**src/rtl/cxt_fetch_ingress_arbiter_pkg.sv**
```systemverilog
// Shared definitions for the CxtMgt fetch ingress arbiter: default ingress
// widths and small index helpers used by the arbiter and its picker.
package cxt_fetch_ingress_arbiter_pkg;

    localparam int unsigned CXT_INGRESS_HEAD_WIDTH = 128;
    localparam int unsigned CXT_INGRESS_DATA_WIDTH = 256;
    localparam int unsigned CXT_REQ_NUM_DEF        = 2;

    // Width of a requester index: clog2(n), never below 1.
    function automatic int unsigned req_num_log(input int unsigned n);
        int unsigned w;
        w = 1;
        for (int unsigned i = 0; i < 31; i++) begin
            if ((32'd1 << w) < n) begin
                w = w + 1;
            end
        end
        return w;
    endfunction

    // (base + step) mod n, valid for base < n and step <= n.
    function automatic int unsigned rr_wrap_add(input int unsigned base,
                                                input int unsigned step,
                                                input int unsigned n);
        int unsigned sum;
        sum = base + step;
        return (sum >= n) ? (sum - n) : sum;
    endfunction

endpackage

```
**src/rtl/cxt_fetch_ingress_arbiter_if.sv**
```systemverilog
// Ingress bundle: per-requester beat inputs on one side, the single shared
// CxtMgt ingress channel (plus source tag) on the other.
interface cxt_fetch_ingress_arbiter_if
    import cxt_fetch_ingress_arbiter_pkg::*;
#(
    parameter int unsigned REQ_NUM     = CXT_REQ_NUM_DEF,
    parameter int unsigned REQ_NUM_LOG = req_num_log(REQ_NUM),
    parameter int unsigned HEAD_WIDTH  = CXT_INGRESS_HEAD_WIDTH,
    parameter int unsigned DATA_WIDTH  = CXT_INGRESS_DATA_WIDTH
);

    logic [REQ_NUM-1:0]            req_valid;
    logic [REQ_NUM*HEAD_WIDTH-1:0] req_head;
    logic [REQ_NUM*DATA_WIDTH-1:0] req_data;
    logic [REQ_NUM-1:0]            req_start;
    logic [REQ_NUM-1:0]            req_last;
    logic [REQ_NUM-1:0]            req_ready;

    logic                          out_valid;
    logic [HEAD_WIDTH-1:0]         out_head;
    logic [DATA_WIDTH-1:0]         out_data;
    logic                          out_start;
    logic                          out_last;
    logic [REQ_NUM_LOG-1:0]        out_src;
    logic                          out_ready;

    // Requester/downstream side (drives beats in, accepts beats out).
    modport master (
        output req_valid, req_head, req_data, req_start, req_last, out_ready,
        input  req_ready, out_valid, out_head, out_data, out_start, out_last, out_src
    );

    // Arbiter side.
    modport slave (
        input  req_valid, req_head, req_data, req_start, req_last, out_ready,
        output req_ready, out_valid, out_head, out_data, out_start, out_last, out_src
    );

endinterface

```
**src/rtl/cxt_fetch_ingress_arbiter_rr_pick_first.sv**
```systemverilog
// Combinational round-robin picker: first set bit of req_vec_i at or after
// ptr_i, scanning upward and wrapping. Returns one-hot grant and its index.
module cxt_fetch_ingress_arbiter_rr_pick_first
    import cxt_fetch_ingress_arbiter_pkg::*;
#(
    parameter int unsigned REQ_NUM     = CXT_REQ_NUM_DEF,
    parameter int unsigned REQ_NUM_LOG = req_num_log(REQ_NUM)
) (
    input  logic [REQ_NUM-1:0]     req_vec_i,
    input  logic [REQ_NUM_LOG-1:0] ptr_i,
    output logic [REQ_NUM-1:0]     grant_oh_o,
    output logic [REQ_NUM_LOG-1:0] grant_idx_o,
    output logic                   grant_vld_o
);

    logic [REQ_NUM_LOG-1:0] idx;

    // Scan from the pointer; the first hit wins and later hits are ignored.
    always_comb begin
        grant_oh_o  = '0;
        grant_idx_o = '0;
        grant_vld_o = 1'b0;
        idx         = '0;
        for (int unsigned off = 0; off < REQ_NUM; off++) begin
            idx = REQ_NUM_LOG'(rr_wrap_add(32'(ptr_i), off, REQ_NUM));
            if (!grant_vld_o && req_vec_i[idx]) begin
                grant_vld_o      = 1'b1;
                grant_idx_o      = idx;
                grant_oh_o[idx]  = 1'b1;
            end
        end
    end

endmodule

```
**src/rtl/cxt_fetch_ingress_arbiter.sv**
```systemverilog
// Shares the OoOStation CxtMgt ingress channel between REQ_NUM requesters.
// Packet-granular round-robin: a start beat wins arbitration, the grant is
// held until the last beat, then the pointer moves past the owner. Beats go
// through one output register slice and carry the owner's index in out_src.
module cxt_fetch_ingress_arbiter
    import cxt_fetch_ingress_arbiter_pkg::*;
#(
    parameter int unsigned REQ_NUM     = CXT_REQ_NUM_DEF,
    parameter int unsigned REQ_NUM_LOG = req_num_log(REQ_NUM),
    parameter int unsigned HEAD_WIDTH  = CXT_INGRESS_HEAD_WIDTH,
    parameter int unsigned DATA_WIDTH  = CXT_INGRESS_DATA_WIDTH
) (
    input  logic                          clk,
    input  logic                          rst,
    cxt_fetch_ingress_arbiter_if.slave    bus,
    output logic                          proto_err
);

    typedef enum logic {
        ST_ARB  = 1'b0,
        ST_LOCK = 1'b1
    } state_t;

    state_t                 state_q, state_d;
    logic [REQ_NUM_LOG-1:0] rr_ptr_q, rr_ptr_d;
    logic [REQ_NUM_LOG-1:0] grant_idx_q, grant_idx_d;
    logic                   proto_err_q, proto_err_d;

    logic                   out_valid_q;
    logic [HEAD_WIDTH-1:0]  out_head_q;
    logic [DATA_WIDTH-1:0]  out_data_q;
    logic                   out_start_q;
    logic                   out_last_q;
    logic [REQ_NUM_LOG-1:0] out_src_q;

    logic                   slice_free;
    logic                   accept;
    logic [REQ_NUM_LOG-1:0] sel_idx;
    logic                   sel_start;
    logic                   sel_last;
    logic [HEAD_WIDTH-1:0]  sel_head;
    logic [DATA_WIDTH-1:0]  sel_data;

    logic [REQ_NUM-1:0]     start_cand;
    logic [REQ_NUM-1:0]     pick_oh;
    logic [REQ_NUM_LOG-1:0] pick_idx;
    logic                   pick_vld;

    assign slice_free = !out_valid_q || bus.out_ready;
    assign start_cand = bus.req_valid & bus.req_start;

    cxt_fetch_ingress_arbiter_rr_pick_first #(
        .REQ_NUM     (REQ_NUM),
        .REQ_NUM_LOG (REQ_NUM_LOG)
    ) u_rr_pick (
        .req_vec_i   (start_cand),
        .ptr_i       (rr_ptr_q),
        .grant_oh_o  (pick_oh),
        .grant_idx_o (pick_idx),
        .grant_vld_o (pick_vld)
    );

    assign sel_head = bus.req_head[32'(sel_idx) * HEAD_WIDTH +: HEAD_WIDTH];
    assign sel_data = bus.req_data[32'(sel_idx) * DATA_WIDTH +: DATA_WIDTH];

    // Grant selection, per-requester ready and next arbitration state.
    // Ready is held low during reset so nothing is accepted into a slice
    // that is being cleared on the same edge.
    always_comb begin
        state_d       = state_q;
        rr_ptr_d      = rr_ptr_q;
        grant_idx_d   = grant_idx_q;
        proto_err_d   = proto_err_q;
        bus.req_ready = '0;
        sel_idx       = '0;
        accept        = 1'b0;

        case (state_q)
            ST_ARB: begin
                sel_idx = pick_idx;
                if (pick_vld && slice_free && !rst) begin
                    bus.req_ready = pick_oh;
                    accept        = 1'b1;
                end
            end
            ST_LOCK: begin
                sel_idx = grant_idx_q;
                if (slice_free && !rst) begin
                    bus.req_ready[grant_idx_q] = 1'b1;
                    accept                     = bus.req_valid[grant_idx_q];
                end
            end
            default: begin
                sel_idx = '0;
            end
        endcase

        sel_start = bus.req_start[sel_idx];
        sel_last  = bus.req_last[sel_idx];

        if (accept) begin
            if (state_q == ST_ARB) begin
                if (sel_last) begin
                    rr_ptr_d = REQ_NUM_LOG'(rr_wrap_add(32'(sel_idx), 1, REQ_NUM));
                end else begin
                    state_d     = ST_LOCK;
                    grant_idx_d = sel_idx;
                end
            end else begin
                if (sel_start) begin
                    proto_err_d = 1'b1;
                end
                if (sel_last) begin
                    state_d  = ST_ARB;
                    rr_ptr_d = REQ_NUM_LOG'(rr_wrap_add(32'(grant_idx_q), 1, REQ_NUM));
                end
            end
        end
    end

    // Arbitration state register; only moves on an accepted beat.
    always_ff @(posedge clk) begin
        if (rst) begin
            state_q     <= ST_ARB;
            rr_ptr_q    <= '0;
            grant_idx_q <= '0;
            proto_err_q <= 1'b0;
        end else begin
            state_q     <= state_d;
            rr_ptr_q    <= rr_ptr_d;
            grant_idx_q <= grant_idx_d;
            proto_err_q <= proto_err_d;
        end
    end

    // Output slice: load on accept, drain on downstream ready, else hold.
    always_ff @(posedge clk) begin
        if (rst) begin
            out_valid_q <= 1'b0;
            out_head_q  <= '0;
            out_data_q  <= '0;
            out_start_q <= 1'b0;
            out_last_q  <= 1'b0;
            out_src_q   <= '0;
        end else if (accept) begin
            out_valid_q <= 1'b1;
            out_head_q  <= sel_head;
            out_data_q  <= sel_data;
            out_start_q <= sel_start;
            out_last_q  <= sel_last;
            out_src_q   <= sel_idx;
        end else if (bus.out_ready) begin
            out_valid_q <= 1'b0;
        end
    end

    assign bus.out_valid = out_valid_q;
    assign bus.out_head  = out_head_q;
    assign bus.out_data  = out_data_q;
    assign bus.out_start = out_start_q;
    assign bus.out_last  = out_last_q;
    assign bus.out_src   = out_src_q;
    assign proto_err     = proto_err_q;

endmodule

```
**src/flat_wrapper.sv**
```systemverilog
// flat-port wrapper written by rule: the top's interface ports become plain ports
module cxt_fetch_ingress_arbiter_flat import cxt_fetch_ingress_arbiter_pkg::*;
#(
    parameter int unsigned REQ_NUM     = CXT_REQ_NUM_DEF,
    parameter int unsigned REQ_NUM_LOG = req_num_log(REQ_NUM),
    parameter int unsigned HEAD_WIDTH  = CXT_INGRESS_HEAD_WIDTH,
    parameter int unsigned DATA_WIDTH  = CXT_INGRESS_DATA_WIDTH
)
  (clk, rst, proto_err, bus_req_valid, bus_req_head, bus_req_data, bus_req_start, bus_req_last, bus_out_ready, bus_req_ready, bus_out_valid, bus_out_head, bus_out_data, bus_out_start, bus_out_last, bus_out_src);
  cxt_fetch_ingress_arbiter_if #(.REQ_NUM(REQ_NUM), .REQ_NUM_LOG(REQ_NUM_LOG), .HEAD_WIDTH(HEAD_WIDTH), .DATA_WIDTH(DATA_WIDTH)) bus_i ();
  input  logic clk;
  input  logic rst;
  output logic proto_err;
  input wire logic [$bits(bus_i.req_valid)-1:0] bus_req_valid;
  input wire logic [$bits(bus_i.req_head)-1:0] bus_req_head;
  input wire logic [$bits(bus_i.req_data)-1:0] bus_req_data;
  input wire logic [$bits(bus_i.req_start)-1:0] bus_req_start;
  input wire logic [$bits(bus_i.req_last)-1:0] bus_req_last;
  input wire logic [$bits(bus_i.out_ready)-1:0] bus_out_ready;
  output wire logic [$bits(bus_i.req_ready)-1:0] bus_req_ready;
  output wire logic [$bits(bus_i.out_valid)-1:0] bus_out_valid;
  output wire logic [$bits(bus_i.out_head)-1:0] bus_out_head;
  output wire logic [$bits(bus_i.out_data)-1:0] bus_out_data;
  output wire logic [$bits(bus_i.out_start)-1:0] bus_out_start;
  output wire logic [$bits(bus_i.out_last)-1:0] bus_out_last;
  output wire logic [$bits(bus_i.out_src)-1:0] bus_out_src;
  assign bus_i.req_valid = bus_req_valid;
  assign bus_i.req_head = bus_req_head;
  assign bus_i.req_data = bus_req_data;
  assign bus_i.req_start = bus_req_start;
  assign bus_i.req_last = bus_req_last;
  assign bus_i.out_ready = bus_out_ready;
  assign bus_req_ready = bus_i.req_ready;
  assign bus_out_valid = bus_i.out_valid;
  assign bus_out_head = bus_i.out_head;
  assign bus_out_data = bus_i.out_data;
  assign bus_out_start = bus_i.out_start;
  assign bus_out_last = bus_i.out_last;
  assign bus_out_src = bus_i.out_src;
  cxt_fetch_ingress_arbiter #(.REQ_NUM(REQ_NUM), .REQ_NUM_LOG(REQ_NUM_LOG), .HEAD_WIDTH(HEAD_WIDTH), .DATA_WIDTH(DATA_WIDTH)) u_core (.clk(clk), .rst(rst), .bus(bus_i), .proto_err(proto_err));
endmodule
```
**config.mk**
```make
export PLATFORM = sky130hd
export DESIGN_NAME = cxt_fetch_ingress_arbiter_flat
export DESIGN_NICKNAME = d
export VERILOG_FILES = /design/src/rtl/cxt_fetch_ingress_arbiter_pkg.sv /design/src/rtl/cxt_fetch_ingress_arbiter_if.sv /design/src/rtl/cxt_fetch_ingress_arbiter_rr_pick_first.sv /design/src/rtl/cxt_fetch_ingress_arbiter.sv /design/src/flat_wrapper.sv
export SDC_FILE = /design/constraint.sdc
export NUM_CORES = 1
export LEC_CHECK = 0
export BUFFER_PORTS_ARGS = -buffer_cell sky130_fd_sc_hd__buf_2
export CORE_AREA = 8 8 446 448
export DETAILED_ROUTE_END_ITERATION = 8
export DIE_AREA = 0 0 454 456
export GPL_ROUTABILITY_DRIVEN = 0
export PLACE_DENSITY_LB_ADDON = 0.08
export SETUP_SLACK_MARGIN = 0.3
export SLEW_MARGIN = 20
export SYNTH_ARGS = -nofsm -noshare
export SYNTH_HDL_FRONTEND = slang
export SYNTH_SLANG_ARGS = --single-unit
```
**constraint.sdc**
```tcl
create_clock -name clk -period 4.1 [get_ports clk]
set_clock_uncertainty 0.2 [all_clocks]
set_input_delay 0.205 -clock clk [delete_from_list [all_inputs] [get_ports clk]]
set_output_delay 0.205 -clock clk [all_outputs]
set_load 0.01 [all_outputs]
```
==> metrics.md, run 1 <==
| Metric | Value |
|---|---|
| Drt via density | 3.79 |
| Clk_lat worst skew | 0.68 ns |
| Synth async-reset ratio | 0% |
| Initial DRC count | between 1000 and 1500 |
| Slew Limit Fails | 0 |
| Switching power | 4.35 mW |
| Number of hold violations in the final report | 0 |
| Element type at the critical path start | flip-flop |
| Worst hold slack | around 0.024 ns |
| Final Non-Filler Cells | 6640 |
| # setup viols final | 0 |
| Critical Path Slowest Stage Cell | or4_1 |
| Share of the synthesized area in the top cell type | 44.2% |
| Root Driver | clkbuf_16 |
| Tmin final | 3.29 ns |
| Initial antenna violation count | 69 |
| Core area | 192000 sq um |
| Leak | 17.4 nW |
| Placed cells | 5728 |
| Max Clk Rate | 304 MHz |
| Initial Util | 9.26% |
| YS warnings | 0 |
| Register bit total from synthesis | ~390 |
| Share of total power in the clock network | 40.4% |
| Inserted Clock Buffers | 61 |
| Arrival time worst endpoint | 3.65 ns |
| Vias post-DR | 25100 |
| Htree depth | 2 |
| Cell row count | about 160 |
| Crit path max fanout | 60 |
| Vias in the first global route | ~28000 |
| Port bufs | about 1200 |
| Synth top area cells | dfxtp_1 44%, nand2_1 16%, o31ai_1 16%, a31oi_1 13%, buf_2 3.7% |
| EDFF count, synth | 0 |
| Number of setup buffers added after CTS | 0 |
| Syn Std Cell Area | ~18000 sq um |
| Kind of critical path | reg2reg |
| Placed cell area | between 20000 and 30000 sq um |
| Drt wl/cell | 22.9 um |
| Net Count, Synth | 3007 |
| Antenna violation net count after detailed routing | 0 |
| Post-route design area | ~36000 sq um |
| Synth cell types | 33 |
| Syn avg cell area | 7.95 sq um |
| Layout area overhead | 103% |
| Resized Gates After CTS | 0 |
| Largest net degree at the start of global routing | 120 |
| Hold WC Path Type | in2reg |
| Most area-hungry cell type in the Yosys netlist | dfxtp_1 |
| Slowest stage delay, CP | 0.65 ns |
| Setup TNS | 0 ns |
| Detailed Routing Iterations Pass 1 | 5 |
| DRC | 0 |
| Die area | 207000 sq um |
| TritonCTS clock tree | built |
| Outcome | finished clean |
| Sequential share of power | 32.8% |
| Layout cells sized above 1 | 32.3% |
| Comb pwr share | 26.8% |
| RSZ-0062 raised after global routing | no |
| DP HPWL | 112 mm |
| CTS clk-pin slew, worst paths | roughly 0.050 ns |
| Sink Count | 392 |
| Final period utilization | roughly four fifths |
| Die Span Y | ~460 um |
| Synth Flop Type | dfxtp_1 |
| # nets final | 4819 |
| Switching Share | 32.2% |
| Max-cap violations | 0 |
| Largest register FFs | 256 |
| Critical path required time | 4.46 ns |
| Relative slew slack | 38.1% |
| GRT Residual Overflow | 0 |
| Worst slew pin tran | around 0.93 ns |
| First-pass GRT wire length | 212 mm |
| Sequential share of the synthesized area | 44.2% |
| CTS Hold Bufs | ~780 |
| Gr usage total | 13.8% |
| Routed wire length | 152 mm |
| Power Density | 376 nW/um^2 |
| CP Capture Type | flip-flop |
| Die width | 454 um |
| P_int | around 9.2 mW |
| CTS max path bufs | 3 |
| VDD IR max | 0.000326 V |
| Crit-path cells | nor2b_1, or4_1, nand2_8, buf_4, a31oi_1, dlygate4sd3_1 |
| Cell count after synthesis | between 2000 and 2500 |
| Num ports | 1168 |
synthesized netlist by cell type (all sizes together), types with 3 or more instances:
| cell | count |
|---|---|
| a211oi | 3 |
| a31oi | 378 |
| nor3 | 10 |
| nor2 | 3 |
| o31ai | 381 |
| clkbuf | 80 |
| dfxtp | 392 |
| buf | 179 |
| nand2 | 772 |
| a311oi | 7 |
per-layer routing:
metal | GRT usage, % | vias up | part of all wire [%] | wire, um
met5 | 0 | - | 0.16 | 241
met4 | 4.06 | 38 | 2.9 | 4380
met3 | 3.86 | 204 | 6.7 | 10200
met2 | 25.3 | 794 | 51 | 77400
met1 | 15.5 | 12300 | 39 | 59800
li1 | - | 11800 | - | -
power by group through the flow:
| stage | Clock (mW) | Combinational, mW | Sequential [mW] |
|---|---|---|---|
| floorplan | 0 | 1.09 | 4.68 |
| global placement | 0 | 2.85 | 4.52 |
| detailed placement | 0 | 2.82 | 4.51 |
| CTS | 5.73 | 3.70 | 4.44 |
| global route | 5.85 | 3.92 | 4.49 |
| finish | 5.46 | 3.62 | 4.44 |
per-stage QoR:
step                      util [%]  setup WS, ns  power (mW)
final                         18.8         0.809        13.5
after global placement        13.6          1.13        7.37
after CTS                     18.7         0.755        13.9
after detailed placement      13.6          1.12        7.33
after global routing          18.8         0.596        14.3
after floorplan                  -          2.11        5.77
kinds of logic after synthesis:
family,Yosys count,synth area share [%]
AOI/OAI and AO/OA,781,30.5
buffers and inverters,262,7.98
DFF,392,44.2
muxes,3,0.176
and+or+nand+nor,792,17.1
path summary, 6_finish.rpt:
kind / from / to / slack, ns / cells past startpoint
max: u_core.bus.out_valid / u_core.bus.out_data[12] / 0.81 / 6
min: bus_out_ready / u_core.bus.out_valid / 0.02 / 3
max reg2reg: u_core.bus.out_valid / u_core.bus.out_data[12] / 0.81 / 6
min reg2reg: u_core.proto_err / u_core.proto_err / 0.27 / 1
placed cells by master, fill, tap and decap left out, drive strengths merged, types with 3 or more instances in the layout:
master	count
bufinv	4
a31oi	378
o31ai	381
clkbuf	97
nand2	772
nor3	10
buf	1231
dlygate4sd3	777
nor2	3
dfxtp	392
inv	4
a211oi	3
a311oi	7
diode	30
final cells by class:
class	instances	area, sq um
Fill cell	22000	156000
Timing Repair Buffer	2008	14400
Multi-Input combinational cell	1576	8490
Sequential cell	392	7850
Tap cell	2526	3160
Clock buffer	97	1810
Clock inverter	8	169
Antenna cell	30	75.1
Inverter	3	18.8
worst max-delay path, delay by kind of cell (launching register included):
kind | cells | cell delay, ns
flops | 1 | 0.30
compound gates | 1 | 0.13
buf+inv | 2 | 1.02
simple gates | 3 | 1.38
Power figures use the tool's default switching activity.
==> run 2: changes to the inputs <==
- CORE_AREA: 8 8 446 448 -> 8 8 448 450
- DIE_AREA: 0 0 454 456 -> 0 0 456 458
- clock period: 4.1 -> 3.4 ns (I/O delays scaled with it)
==> metrics.md, run 2 (synthesized netlist as in run 1, its figures left out) <==
| Metric | Value |
|---|---|
| Sink Count | 392 (unchanged) |
| Tmin final | 2.92 ns (-0.373 ns) |
| Initial antenna violation count | 44 (-36%) |
| Met2 Usage GRT | 23.7% (-1.6 points) |
| DP HPWL | 115 mm (+2.8%) |
| Inserted Clock Buffers | 61 (unchanged) |
| Crit path max fanout | 32 (-47%) |
| Commonest non-fill, non-tap cells in the layout | 1167 x buf_2, 829 x dlygate4sd3_1, 771 x nand2_1 |
| Met1 Usage GRT | 16.1% (+0.55 points) |
| # setup viols final | 0 (unchanged) |
| Clk_lat worst skew | 0.68 ns (about the same) |
| Utilization after layout | 19.0% (+0.26 points) |
| Register area | 7850 sq um (unchanged) |
| Final worst setup slack | 0.482 ns (-0.327 ns) |
| VDD IR max | 0.000409 V (+25%) |
| Hold WC Path Type | in2reg |
| Htree depth | 2 (unchanged) |
| Power Density | 441 nW/um^2 (+17%) |
| Relative slew slack | 62.7% (+25 points) |
| CTS max path bufs | 3 (unchanged) |
| GRT Residual Overflow | 0 (unchanged) |
| Drt wl/cell | 22.8 um (-0.54%) |
| Layout area overhead | 108% |
| Largest register FFs | 256 (unchanged) |
| CTS clk-pin slew, worst paths | 0.06 ns (about the same) |
| Final period utilization | 85.8% (+5.6 points) |
| Vias post-DR | 25300 (+0.55%) |
| Initial Util | 9.16% (-0.096 points) |
| Most common cell after layout, fill and taps aside | buf_2 |
| Routed wire length | 153 mm (+0.82%) |
| Leak | 17.2 nW (-1.0%) |
| Max-cap violations | 0 (unchanged) |
| Initial DRC count | 1259 (+20%) |
| Die area | 209000 sq um (+0.88%) |
| First-pass GRT wire length | 214 mm (+0.79%) |
| DRC | 0 (unchanged) |
| Gr usage total | 13.8% (-0.059 points) |
| Layout cells sized above 1 | 32.5% (+0.20 points) |
| Setup TNS | 0 ns (unchanged) |
| Number of setup buffers added after CTS | 0 (unchanged) |
| Element type at the critical path start | flip-flop |
| Met3 usage | 3.86% (+0.0040 points) |
| Root Driver | clkbuf_16 |
| Die Span Y | 458 um (+0.44%) |
| Largest net degree at the start of global routing | 86 (-28%) |
| # nets final | 4891 (+1.5%) |
| Number of hold violations in the final report | 0 (unchanged) |
| Num ports | 1168 (unchanged) |
| Worst slack at placement | 0.717 ns (-0.401 ns) |
| TritonCTS clock tree | built |
| Detailed Routing Iterations Pass 1 | 5 (unchanged) |
| Hold Crit Depth | 4 (+1) |
| CP Capture Type | flip-flop |
| Cell row count | 162 (+0.62%) |
| Vias in the first global route | 27800 (+0.27%) |
| Core area | 194000 sq um (+1.0%) |
| GR peak layer | met2 |
| Slew Limit Fails | 0 (unchanged) |
| Worst r2r path cells | 7 (+1) |
| Outcome | finished clean |
| Port bufs | 1167 (unchanged) |
| Die width | 456 um (+0.44%) |
| Antenna violation net count after detailed routing | 0 (unchanged) |
| Multi-input gate area | 8500 sq um (about the same) |
| Critical path required time | 3.83 ns (-0.63 ns) |
| Kind of critical path | reg2reg |
| RSZ-0062 raised after global routing | no |
| Drt via density | 3.75 (-0.81%) |
| Fillers | 22100 (+0.35%) |
| Worst slew pin tran | 0.560 ns (-0.369 ns) |
| Max Clk Rate | 343 MHz (+13%) |
| Arrival time worst endpoint | 3.35 ns (-0.30 ns) |
==> run 2: cell count changes in the layout (fill, tap and decap cells not counted) <==
cell and change:
diode_2 -4, clkbuf_1 -6, dlygate4sd3_1 +52, buf_12 +11, buf_4 +9, bufinv_16 -2, clkinv_4 +1, clkinv_2 +7
nor2b_1 -1, clkbuf_8 +7, nor2b_4 +1
==> run 2: per-stage QoR <==
step / total power, mW / cells / cell area [sq um] / hold WS [ns]
2_1_floorplan: 6.96 / 2230 / 17700 / 0.0708
3_3_place_gp: 8.97 / 5764 / 26400 / 0.234
3_5_place_dp: 8.92 / 5764 / 26400 / 0.234
4_1_cts: 16.7 / 6705 / 36800 / 0.000126
5_1_grt: 17.1 / 6723 / 36800 / 0.0498
6_report: 16.2 / 6731 / 36800 / 0.0889
==> run 2: power by group <==
group          switching [mW]  internal, mW  total [mW]
sequential              0.290          5.09        5.38
combinational            2.31          1.94        4.26
clock                    2.70          3.92        6.62
total                    5.30          10.9        16.2
==> run 2: path summary, 6_finish.rpt <==
kind,from,to,slack (ns)
worst max-delay path,u_core.state_q,u_core.bus.out_data[121],0.48
worst max register to register,u_core.state_q,u_core.bus.out_data[121],0.48
worst min-delay path,bus_req_head[36],u_core.bus.out_head[36],0.09
worst min register to register,u_core.proto_err,u_core.proto_err,0.29
==> run 2: area by class of cell <==
cell class,count,share of cell area (%)
well taps,2542,8.63
clock inverters,14,0.414
flip-flops and latches,392,21.3
repair buffers,2080,41.2
diodes,26,0.177
inverters,3,0.0509
clock buffers,98,5.12
multi-input cells,1576,23.1
==> run 2: repair_timing <==
item | CTS | global route
gates resized for setup | 0 | 1
endpoints found under the hold margin | 392 | 0
endpoints found under the setup margin | 0 | 61
hold buffers | 829 | 0
==> run 2: worst max-delay path, cell delays in order (launching register included) <==
cell and delay (ns):
dfxtp_1 0.59, nand2b_1 0.18, nor3_4 0.25, buf_12 0.25, buf_4 0.46, o31ai_1 0.14
a31oi_1 0.17, dlygate4sd3_1 0.57
==> run 2: layer usage <==
metal	share of wire, %	routed length, um
met5	0.067	103
met1	40	61900
met3	6.5	10000
met4	4.5	6880
met2	49	74400
